**src/rtl/regfile_pkg.sv**
```systemverilog
// Shared register-file constants and the writeback request payload type.
package regfile_pkg;

    localparam int unsigned REG_ADDR_W = 5;
    localparam int unsigned REG_DATA_W = 32;
    localparam logic [REG_ADDR_W-1:0] REG_ZERO = 5'd0;

    typedef struct packed {
        logic [REG_ADDR_W-1:0] rw;
        logic [REG_DATA_W-1:0] data;
    } wb_req_t;

endpackage

```
**src/rtl/wb_hold_slot.sv**
```systemverilog
// One-entry writeback holding register with valid flag and read-address match outputs.
module wb_hold_slot #(
    parameter int unsigned ADDR_W = 5,
    parameter int unsigned DATA_W = 32
) (
    input  logic              clk,
    input  logic              rst_n,
    input  logic              load,
    input  logic              clear,
    input  logic [ADDR_W-1:0] in_rw,
    input  logic [DATA_W-1:0] in_data,
    input  logic [ADDR_W-1:0] ra,
    input  logic [ADDR_W-1:0] rb,
    output logic              valid,
    output logic [ADDR_W-1:0] rw,
    output logic [DATA_W-1:0] data,
    output logic              match_a_c,
    output logic              match_b_c
);

    logic              valid_q, valid_d;
    logic [ADDR_W-1:0] rw_q, rw_d;
    logic [DATA_W-1:0] data_q, data_d;

    // Load wins over clear so a drain and a refill can share one edge.
    always_comb begin
        valid_d = valid_q;
        rw_d    = rw_q;
        data_d  = data_q;
        if (load) begin
            valid_d = 1'b1;
            rw_d    = in_rw;
            data_d  = in_data;
        end else if (clear) begin
            valid_d = 1'b0;
        end
    end

    always_ff @(posedge clk or negedge rst_n) begin
        if (!rst_n) begin
            valid_q <= 1'b0;
            rw_q    <= '0;
            data_q  <= '0;
        end else begin
            valid_q <= valid_d;
            rw_q    <= rw_d;
            data_q  <= data_d;
        end
    end

    assign valid     = valid_q;
    assign rw        = rw_q;
    assign data      = data_q;
    assign match_a_c = valid_q && (rw_q == ra);
    assign match_b_c = valid_q && (rw_q == rb);

endmodule

```
**src/rtl/wb_write_arbiter.sv**
```systemverilog
// Two-port writeback arbiter for the register file write port with RAW hazard flags.
// Define WB_ARB_ROUND_ROBIN_EN for round-robin on different-register conflicts; default is load-port priority.
module wb_write_arbiter
    import regfile_pkg::*;
#(
    parameter int unsigned DATA_W = REG_DATA_W,
    parameter int unsigned ADDR_W = REG_ADDR_W
) (
    input  logic              i_clk,
    input  logic              i_arstn,
    input  logic              i_req0_valid,
    output logic              o_req0_ready,
    input  logic [ADDR_W-1:0] i_req0_rw,
    input  logic [DATA_W-1:0] i_req0_data,
    input  logic              i_req1_valid,
    output logic              o_req1_ready,
    input  logic [ADDR_W-1:0] i_req1_rw,
    input  logic [DATA_W-1:0] i_req1_data,
    output logic [ADDR_W-1:0] o_RW,
    output logic [DATA_W-1:0] o_BUS_W,
    output logic              o_WE,
    input  logic [ADDR_W-1:0] i_RA,
    input  logic [ADDR_W-1:0] i_RB,
    output logic              o_hazard_A,
    output logic              o_hazard_B,
    output logic              o_drop_r0
);

    localparam logic [ADDR_W-1:0] ZERO_RW = ADDR_W'(REG_ZERO);

    logic              h0_valid, h1_valid;
    logic [ADDR_W-1:0] h0_rw, h1_rw;
    logic [DATA_W-1:0] h0_data, h1_data;
    logic              h0_match_a, h0_match_b, h1_match_a, h1_match_b;

    logic grant0_c, grant1_c, conflict_c;
    logic acc0_c, acc1_c, load0_c, load1_c;
    logic h0_next_c, h1_next_c;

    logic              age_q, age_d;
    logic              we_q, we_d;
    logic [ADDR_W-1:0] rw_q, rw_d;
    logic [DATA_W-1:0] data_q, data_d;
    logic              drop_q, drop_d;
`ifdef WB_ARB_ROUND_ROBIN_EN
    logic              rr_q, rr_d;
`endif

    wb_hold_slot #(.ADDR_W(ADDR_W), .DATA_W(DATA_W)) u_hold0 (
        .clk       (i_clk),
        .rst_n     (i_arstn),
        .load      (load0_c),
        .clear     (grant0_c),
        .in_rw     (i_req0_rw),
        .in_data   (i_req0_data),
        .ra        (i_RA),
        .rb        (i_RB),
        .valid     (h0_valid),
        .rw        (h0_rw),
        .data      (h0_data),
        .match_a_c (h0_match_a),
        .match_b_c (h0_match_b)
    );

    wb_hold_slot #(.ADDR_W(ADDR_W), .DATA_W(DATA_W)) u_hold1 (
        .clk       (i_clk),
        .rst_n     (i_arstn),
        .load      (load1_c),
        .clear     (grant1_c),
        .in_rw     (i_req1_rw),
        .in_data   (i_req1_data),
        .ra        (i_RA),
        .rb        (i_RB),
        .valid     (h1_valid),
        .rw        (h1_rw),
        .data      (h1_data),
        .match_a_c (h1_match_a),
        .match_b_c (h1_match_b)
    );

    // Grant selection; age_q high means hold1 was loaded before hold0.
    always_comb begin
        grant0_c   = 1'b0;
        grant1_c   = 1'b0;
        conflict_c = 1'b0;
        if (h0_valid && h1_valid) begin
            if (h0_rw == h1_rw) begin
                grant1_c = age_q;
                grant0_c = !age_q;
            end else begin
                conflict_c = 1'b1;
`ifdef WB_ARB_ROUND_ROBIN_EN
                grant1_c   = rr_q;
`else
                grant1_c   = 1'b1;
`endif
                grant0_c   = !grant1_c;
            end
        end else begin
            grant0_c = h0_valid;
            grant1_c = h1_valid;
        end
    end

    assign o_req0_ready = !h0_valid || grant0_c;
    assign o_req1_ready = !h1_valid || grant1_c;

    assign acc0_c  = i_req0_valid && o_req0_ready;
    assign acc1_c  = i_req1_valid && o_req1_ready;
    assign load0_c = acc0_c && (i_req0_rw != ZERO_RW);
    assign load1_c = acc1_c && (i_req1_rw != ZERO_RW);

    assign h0_next_c = load0_c || (h0_valid && !grant0_c);
    assign h1_next_c = load1_c || (h1_valid && !grant1_c);

    // Next state for age, output registers and r0 drop pulse.
    always_comb begin
        age_d  = age_q;
        we_d   = 1'b0;
        rw_d   = rw_q;
        data_d = data_q;
        drop_d = (acc0_c && (i_req0_rw == ZERO_RW)) || (acc1_c && (i_req1_rw == ZERO_RW));

        if (load0_c && load1_c) begin
            age_d = 1'b0;
        end else if (load0_c && h1_next_c) begin
            age_d = 1'b1;
        end else if (load1_c && h0_next_c) begin
            age_d = 1'b0;
        end

        if (grant0_c) begin
            we_d   = 1'b1;
            rw_d   = h0_rw;
            data_d = h0_data;
        end else if (grant1_c) begin
            we_d   = 1'b1;
            rw_d   = h1_rw;
            data_d = h1_data;
        end
    end

    always_ff @(posedge i_clk or negedge i_arstn) begin
        if (!i_arstn) begin
            age_q  <= 1'b0;
            we_q   <= 1'b0;
            rw_q   <= '0;
            data_q <= '0;
            drop_q <= 1'b0;
        end else begin
            age_q  <= age_d;
            we_q   <= we_d;
            rw_q   <= rw_d;
            data_q <= data_d;
            drop_q <= drop_d;
        end
    end

`ifdef WB_ARB_ROUND_ROBIN_EN
    // Pointer flips only when a different-register conflict was resolved.
    always_comb begin
        rr_d = rr_q;
        if (conflict_c) begin
            rr_d = !rr_q;
        end
    end

    always_ff @(posedge i_clk or negedge i_arstn) begin
        if (!i_arstn) begin
            rr_q <= 1'b0;
        end else begin
            rr_q <= rr_d;
        end
    end
`endif

    assign o_WE      = we_q;
    assign o_RW      = rw_q;
    assign o_BUS_W   = data_q;
    assign o_drop_r0 = drop_q;

    assign o_hazard_A = (i_RA != ZERO_RW) &&
                        (h0_match_a || h1_match_a || (we_q && (rw_q == i_RA)));
    assign o_hazard_B = (i_RB != ZERO_RW) &&
                        (h0_match_b || h1_match_b || (we_q && (rw_q == i_RB)));

endmodule

```
**config.mk**
```make
export PLATFORM = sky130hd
export DESIGN_NAME = wb_write_arbiter
export DESIGN_NICKNAME = d
export VERILOG_FILES = /design/src/rtl/regfile_pkg.sv /design/src/rtl/wb_hold_slot.sv /design/src/rtl/wb_write_arbiter.sv
export SDC_FILE = /design/constraint.sdc
export NUM_CORES = 1
export LEC_CHECK = 0
export ABC_AREA = 0
export CAP_MARGIN = 40
export CORE_AREA = 3 3 102 104
export DETAILED_ROUTE_END_ITERATION = 16
export DIE_AREA = 0 0 105 107
export PLACE_DENSITY = 0.85
export SLEW_MARGIN = 20
export SYNTH_ARGS = -nofsm -noshare
export SYNTH_HDL_FRONTEND = slang
export SYNTH_SLANG_ARGS = --single-unit
```
**constraint.sdc**
```tcl
create_clock -name i_clk -period 6.77 [get_ports i_clk]
set_clock_uncertainty 0.2 [all_clocks]
set_input_delay 0.677 -clock i_clk [delete_from_list [all_inputs] [get_ports i_clk]]
set_output_delay 0.677 -clock i_clk [all_outputs]
set_load 0.005 [all_outputs]
```
# Word-level counts from Yosys, hierarchy flattened
# Cells that the tools add are included.
[word_totals] ram_bits=0 ff_bits=116 mem_count=0 mem_bits_ro=0 latch_bits=0
[classes] n_addsub=0 n_eq_ne=7 shifts=0 n_reduce_logical=44 bitwise_logic=0 order_cmp=0 n_mux=17 multipliers=0 div_mod_pow=0
[op_table] operator="$mux W32" n=2
[op_table] operator="$eq A5 B5 Y1" n=7
[op_table] operator="$logic_and A1 B1 Y1" n=20
[op_table] operator="$reduce_bool A5 Y1" n=4
[op_table] operator="$mux W1" n=13
[op_table] operator="$logic_not A5 Y1" n=2
[op_table] operator="$mux W5" n=2
[op_table] operator="$logic_or A1 B1 Y1" n=9
[op_table] operator="$reduce_bool A2 Y1" n=3
[op_table] operator="$logic_not A1 Y1" n=5
[op_table] operator="$reduce_bool A3 Y1" n=1

# Longest topological paths before layout
[logic_depth] depth_word=11 ltp_mapped=7 mapped_depth_nobuf=5

# By module
# Synthesis repeated with hierarchy kept, for this count alone.
[hier_totals] hier_cells=410 hier_area_um2=5534.1
[modules_own_cells] mod="wb_hold_slot" area_each_um2=1601.5 cells_per_inst=95 n_inst=2 seq_area_each_um2=950.9
[modules_own_cells] mod="wb_write_arbiter" area_each_um2=2331.0 cells_per_inst=220 n_inst=1 seq_area_each_um2=1001.0

# Least setup slack after synthesis
# Ideal clock, no wire load.
[synth_timing] path_kind="input -> register" startpoint="input port i_req0_rw[0]" endpoint="register u_hold0.data_q[10] (netlist: u_hold0.data[10])" n_path_buf=2 arrival_time_ps=2082 path_stages=6 path_slack_ps=4363 required_time_ps=6445 cell_sequence="or4_1 o21ai_1 nor2b_1 buf_2 buf_6 mux2_2"
[synth_between] elab_chain_cells=2
[synth_lines] item="from (decl)" line_no="wb_write_arbiter.sv:13" source="input logic [ADDR_W-1:0] i_req0_rw,"
[synth_lines] item="$reduce_bool A5 Y1" line_no="wb_write_arbiter.sv:110" source="assign load0_c = acc0_c && (i_req0_rw != ZERO_RW);"
[synth_lines] item="$logic_and A1 B1 Y1" line_no="wb_write_arbiter.sv:110"
[synth_lines] item="to (signal assigned)" line_no="wb_hold_slot.sv:47" source="data_q <= data_d;"
[synth_lines] item="to (decl)" line_no="wb_hold_slot.sv:23" source="logic [DATA_W-1:0] data_q, data_d;"
# Every way passes these cells.
# A chain may end at the register's enable or synchronous reset.

# Worst setup path after layout
[layout_timing] startpoint="input port i_RA[1]" endpoint="output port o_hazard_A"
[layout_between] elab_chain_cells=5
[layout_lines] item="from (decl)" line_no="wb_write_arbiter.sv:22" source="input logic [ADDR_W-1:0] i_RA,"
[layout_lines] item="$eq A5 B5 Y1" line_no="wb_hold_slot.sv:54" source="assign match_a_c = valid_q && (rw_q == ra);"
[layout_lines] item="$logic_and A1 B1 Y1" line_no="wb_hold_slot.sv:54"
[layout_lines] item="$logic_or A1 B1 Y1 (2 in a row)" line_no="wb_write_arbiter.sv:183" source="(h0_match_a || h1_match_a || (we_q && (rw_q == i_RA)));"
[layout_lines] item="$logic_and A1 B1 Y1 *" line_no="wb_write_arbiter.sv:182" source="assign o_hazard_A = (i_RA != ZERO_RW) &&"
[layout_lines] item="to (decl)" line_no="wb_write_arbiter.sv:24" source="output logic o_hazard_A,"
# Mark *: on every way between the ends. The rest lies on a longest branch, timed or not.

==> impl_results.rst <==
.. list-table::
   :header-rows: 1

   * - Metric
     - Value
   * - WP data arrival
     - 2.56 ns
   * - DR DRC count
     - 0
   * - Final core area utilization
     - 74.1%
   * - GR Util All Layers
     - 23.5%
   * - Maximum vdd ir drop
     - 187 uV
   * - Number of placement rows
     - 36
   * - Number of violations reported at the end of detailed-routing iteration 0
     - 124
   * - Resized Gates After CTS
     - 0
   * - Count of distinct cell types in the synthesized netlist
     - 31
   * - Post-Synth XOR/XNOR Area
     - 6.05%
   * - Pre-antenna DRT Iters
     - 4
   * - Post-CTS Repair Setup Buffers
     - 0
   * - Largest fanout of any net on the critical path
     - 4
   * - Simple logic cell fraction of the synthesized area
     - 7.91%
   * - Netlist area before placement
     - 5060 sq um
   * - Horizontal die dimension
     - 105 um
   * - Minimum setup slack among reg-to-reg paths
     - 4.01 ns
   * - Final period demand of the worst path
     - 3.44 ns
   * - Clock buffers created by TritonCTS
     - 17
   * - Top cells by area in the synthesized netlist
     - dfrtp_1, mux2_2, a221o_1, and2_1, xor2_1
   * - Clock buffer depth
     - 2
   * - Critical Path End Type
     - output port
   * - Ports placed on the boundary
     - 131
   * - Number of buffers inserted by port buffering
     - 130
   * - Flop and latch count out of synthesis
     - 116
   * - Sequential cell area fraction in the yosys report
     - 57.3%
   * - Core area
     - 9640 sq um
   * - Hold Path Class
     - in -> async
   * - Final slew viol count
     - 0
   * - Fraction of final layout cells with drive strength greater than 1
     - 22.9%
   * - Max capacitance violation total
     - 0
   * - Hold Violations, Final
     - 0
   * - Number of hold buffers added after cts
     - 0
   * - Worst flop-to-flop path startpoint
     - u_hold0.rw[1]
   * - Complex-gate fraction of the synthesized area
     - 9.29%
   * - Cell type with the largest total area after synthesis
     - dfrtp_1
   * - Number of antenna cells inserted
     - 0
   * - Synthesized area per cell
     - 14.0 sq um
   * - Fmax
     - 0.291 GHz
   * - Number of antenna violations at the first check in global routing
     - 0
   * - Power density of the placed cells
     - 318 nW/um^2
   * - Post-Synth Adder-Cell Area
     - 0%
   * - Crit path required time
     - 5.89 ns
   * - Synth Warn #
     - 0
   * - Type of the worst setup path
     - in -> out
   * - Ratio of final minimum period to clock period
     - 50.8%
   * - Area enclosed by the die boundary
     - 11,200 sq um
   * - Pin slew with the least headroom to its limit
     - 0.683 ns
   * - Initial core utilization
     - 52.5%
   * - Total grt overflow
     - 0
   * - CTS root buffer
     - clkbuf_8
   * - Wire length of the first global-routing pass
     - 20,400 um
   * - Final sum of negative setup slack
     - 0 ns
   * - Startpoint type of the worst setup path
     - input pin
   * - Final setup vio count
     - 0
   * - Number of global-route vias before repair
     - 3,914
   * - Largest net degree at the start of global routing
     - 64
   * - Combinational family with the most area after synthesis
     - multiplexers
   * - Total number of H-tree levels
     - 4
   * - CTS sink count
     - 116
   * - Result of the run
     - complete, no violations
   * - Worst reg2reg endpoint
     - u_hold0.data[8]
   * - Leak Pwr
     - 2.98 nW
   * - Number of standard cells after synthesis
     - 362
   * - Share of Yosys cell area claimed by the top area cell type
     - 57.3%
   * - Half-perimeter wire length after detailed placement
     - 8440 um
   * - CTS tree
     - built
   * - Clock latency at the later pin of the worst-skew pair
     - 0.50 ns
   * - RSZ-0062 raised after global routing
     - false
   * - Clock transition time at the flip-flop clock pins of the worst setup and hold paths
     - 0.05 ns
   * - Fin nets
     - 586
   * - Number of nets produced by synthesis
     - 450
   * - Most common cell after layout, fill and taps aside
     - clkdlybuf4s50_1
   * - Slew HR
     - 54.3%
   * - Placer congestion estimate
     - 0.871
   * - Final Power
     - 0.00227 W
   * - Wirelength, routed
     - 12,700 um
   * - Ratio of routed vias to standard cells
     - 5.59
   * - Multiplexer area fraction after synthesis
     - 17.0%
   * - Post-route ant nets
     - 0
   * - Vias after detailed routing
     - 3,600
   * - Depth of the worst register-to-register path
     - 6
   * - Worst hold slack
     - 0.000543 ns
   * - Commonest non-fill, non-tap cells in the layout
     - clkdlybuf4s50_1, dfrtp_1, mux2_2
   * - Average wire per standard cell
     - 19.7 um
   * - Die outline height
     - 107 um
   * - Relative area change from synthesis to final layout
     - 41.0%
[power breakdown]
part           internal [W]  switching, W
Combinational      0.000294      0.000164
Sequential         0.000820      0.000101
Clock              0.000598      0.000296
Total               0.00171      0.000561
[logic make-up (layout without fill, tap and decap cells)]
logic type | count (synthesis) | count (layout)
and+or+nand+nor | 66 | 66
xor gates and xnor gates | 35 | 35
AOI/OAI and AO/OA | 50 | 50
muxes | 74 | 74
DFF | 116 | 116
buffers and inverters | 21 | 170
[state kept, by name, indices dropped and copies added, names as in the netlist]
signal	count
u_hold1.valid	1
o_RW	5
u_hold0.rw	5
o_drop_r0	1
u_hold1.rw	5
age_q	1
u_hold0.valid	1
o_WE	1
o_BUS_W	32
u_hold0.data	32
u_hold1.data	32
[metrics by stage]
stage | setup WS [ns] | instance area [sq um] | std cells
CTS | 3.34 | 7110 | 643
detailed placement | 3.35 | 6510 | 611
finish | 3.33 | 7140 | 644
global placement | 3.43 | 6460 | 609
global route | 3.23 | 7140 | 644
floorplan | 4.36 | 5060 | 362
[worst max-delay path, stage by stage]
cell             delay [ns]
clkdlybuf4s50_1        0.51
xor2_1                 0.19
nor4_1                 0.28
and3_1                 0.20
a31oi_1                0.04
a21oi_1                0.16
clkdlybuf4s50_1        0.51
[cell usage after synthesis, drive strengths merged]
library cell / number
a31oi: 2
a221o: 37
or4: 3
o221ai: 1
xnor2: 11
o21ai: 3
nor2b: 1
nor4: 6
clkbuf: 10
dfrtp: 116
nand2: 2
a31o: 1
o21bai: 1
nor2: 5
mux2: 74
and2: 38
nand3: 6
a21boi: 1
or3: 2
buf: 9
inv: 2
xor2: 24
or4b: 1
o311a: 1
a21oi: 3
and3: 2
[worst max-delay path by stage]
stage	startpoint	to	slack, ns	cells past startpoint
3_5_place_dp	i_RA[1]	o_hazard_A	3.35	7
3_3_place_gp	i_RB[0]	o_hazard_B	3.43	7
4_1_cts	i_RA[1]	o_hazard_A	3.34	7
6_report	i_RA[1]	o_hazard_A	3.33	7
5_1_grt	i_RA[1]	o_hazard_A	3.23	7
2_1_floorplan	i_req0_rw[0]	u_hold0.data[10]	4.36	6
[layer usage]
metal  routed length, um  GRT usage, %  vias up
li1                    -             -     1605
met1                5080          28.5     1838
met2                6550          39.5      136
met3                 813          6.44       21
met4                 221          10.6        0
met5                   0             0        -
[layout make-up]
class / instances / area, sq um
fillers: 683 / 2500
well taps: 133 / 166
flip-flops and latches: 116 / 2900
inverters: 2 / 7.51
repair buffers: 136 / 1400
clock buffers: 24 / 480
clock inverters: 8 / 123
multi-input cells: 225 / 2060
(Power assumes the default switching activity.)
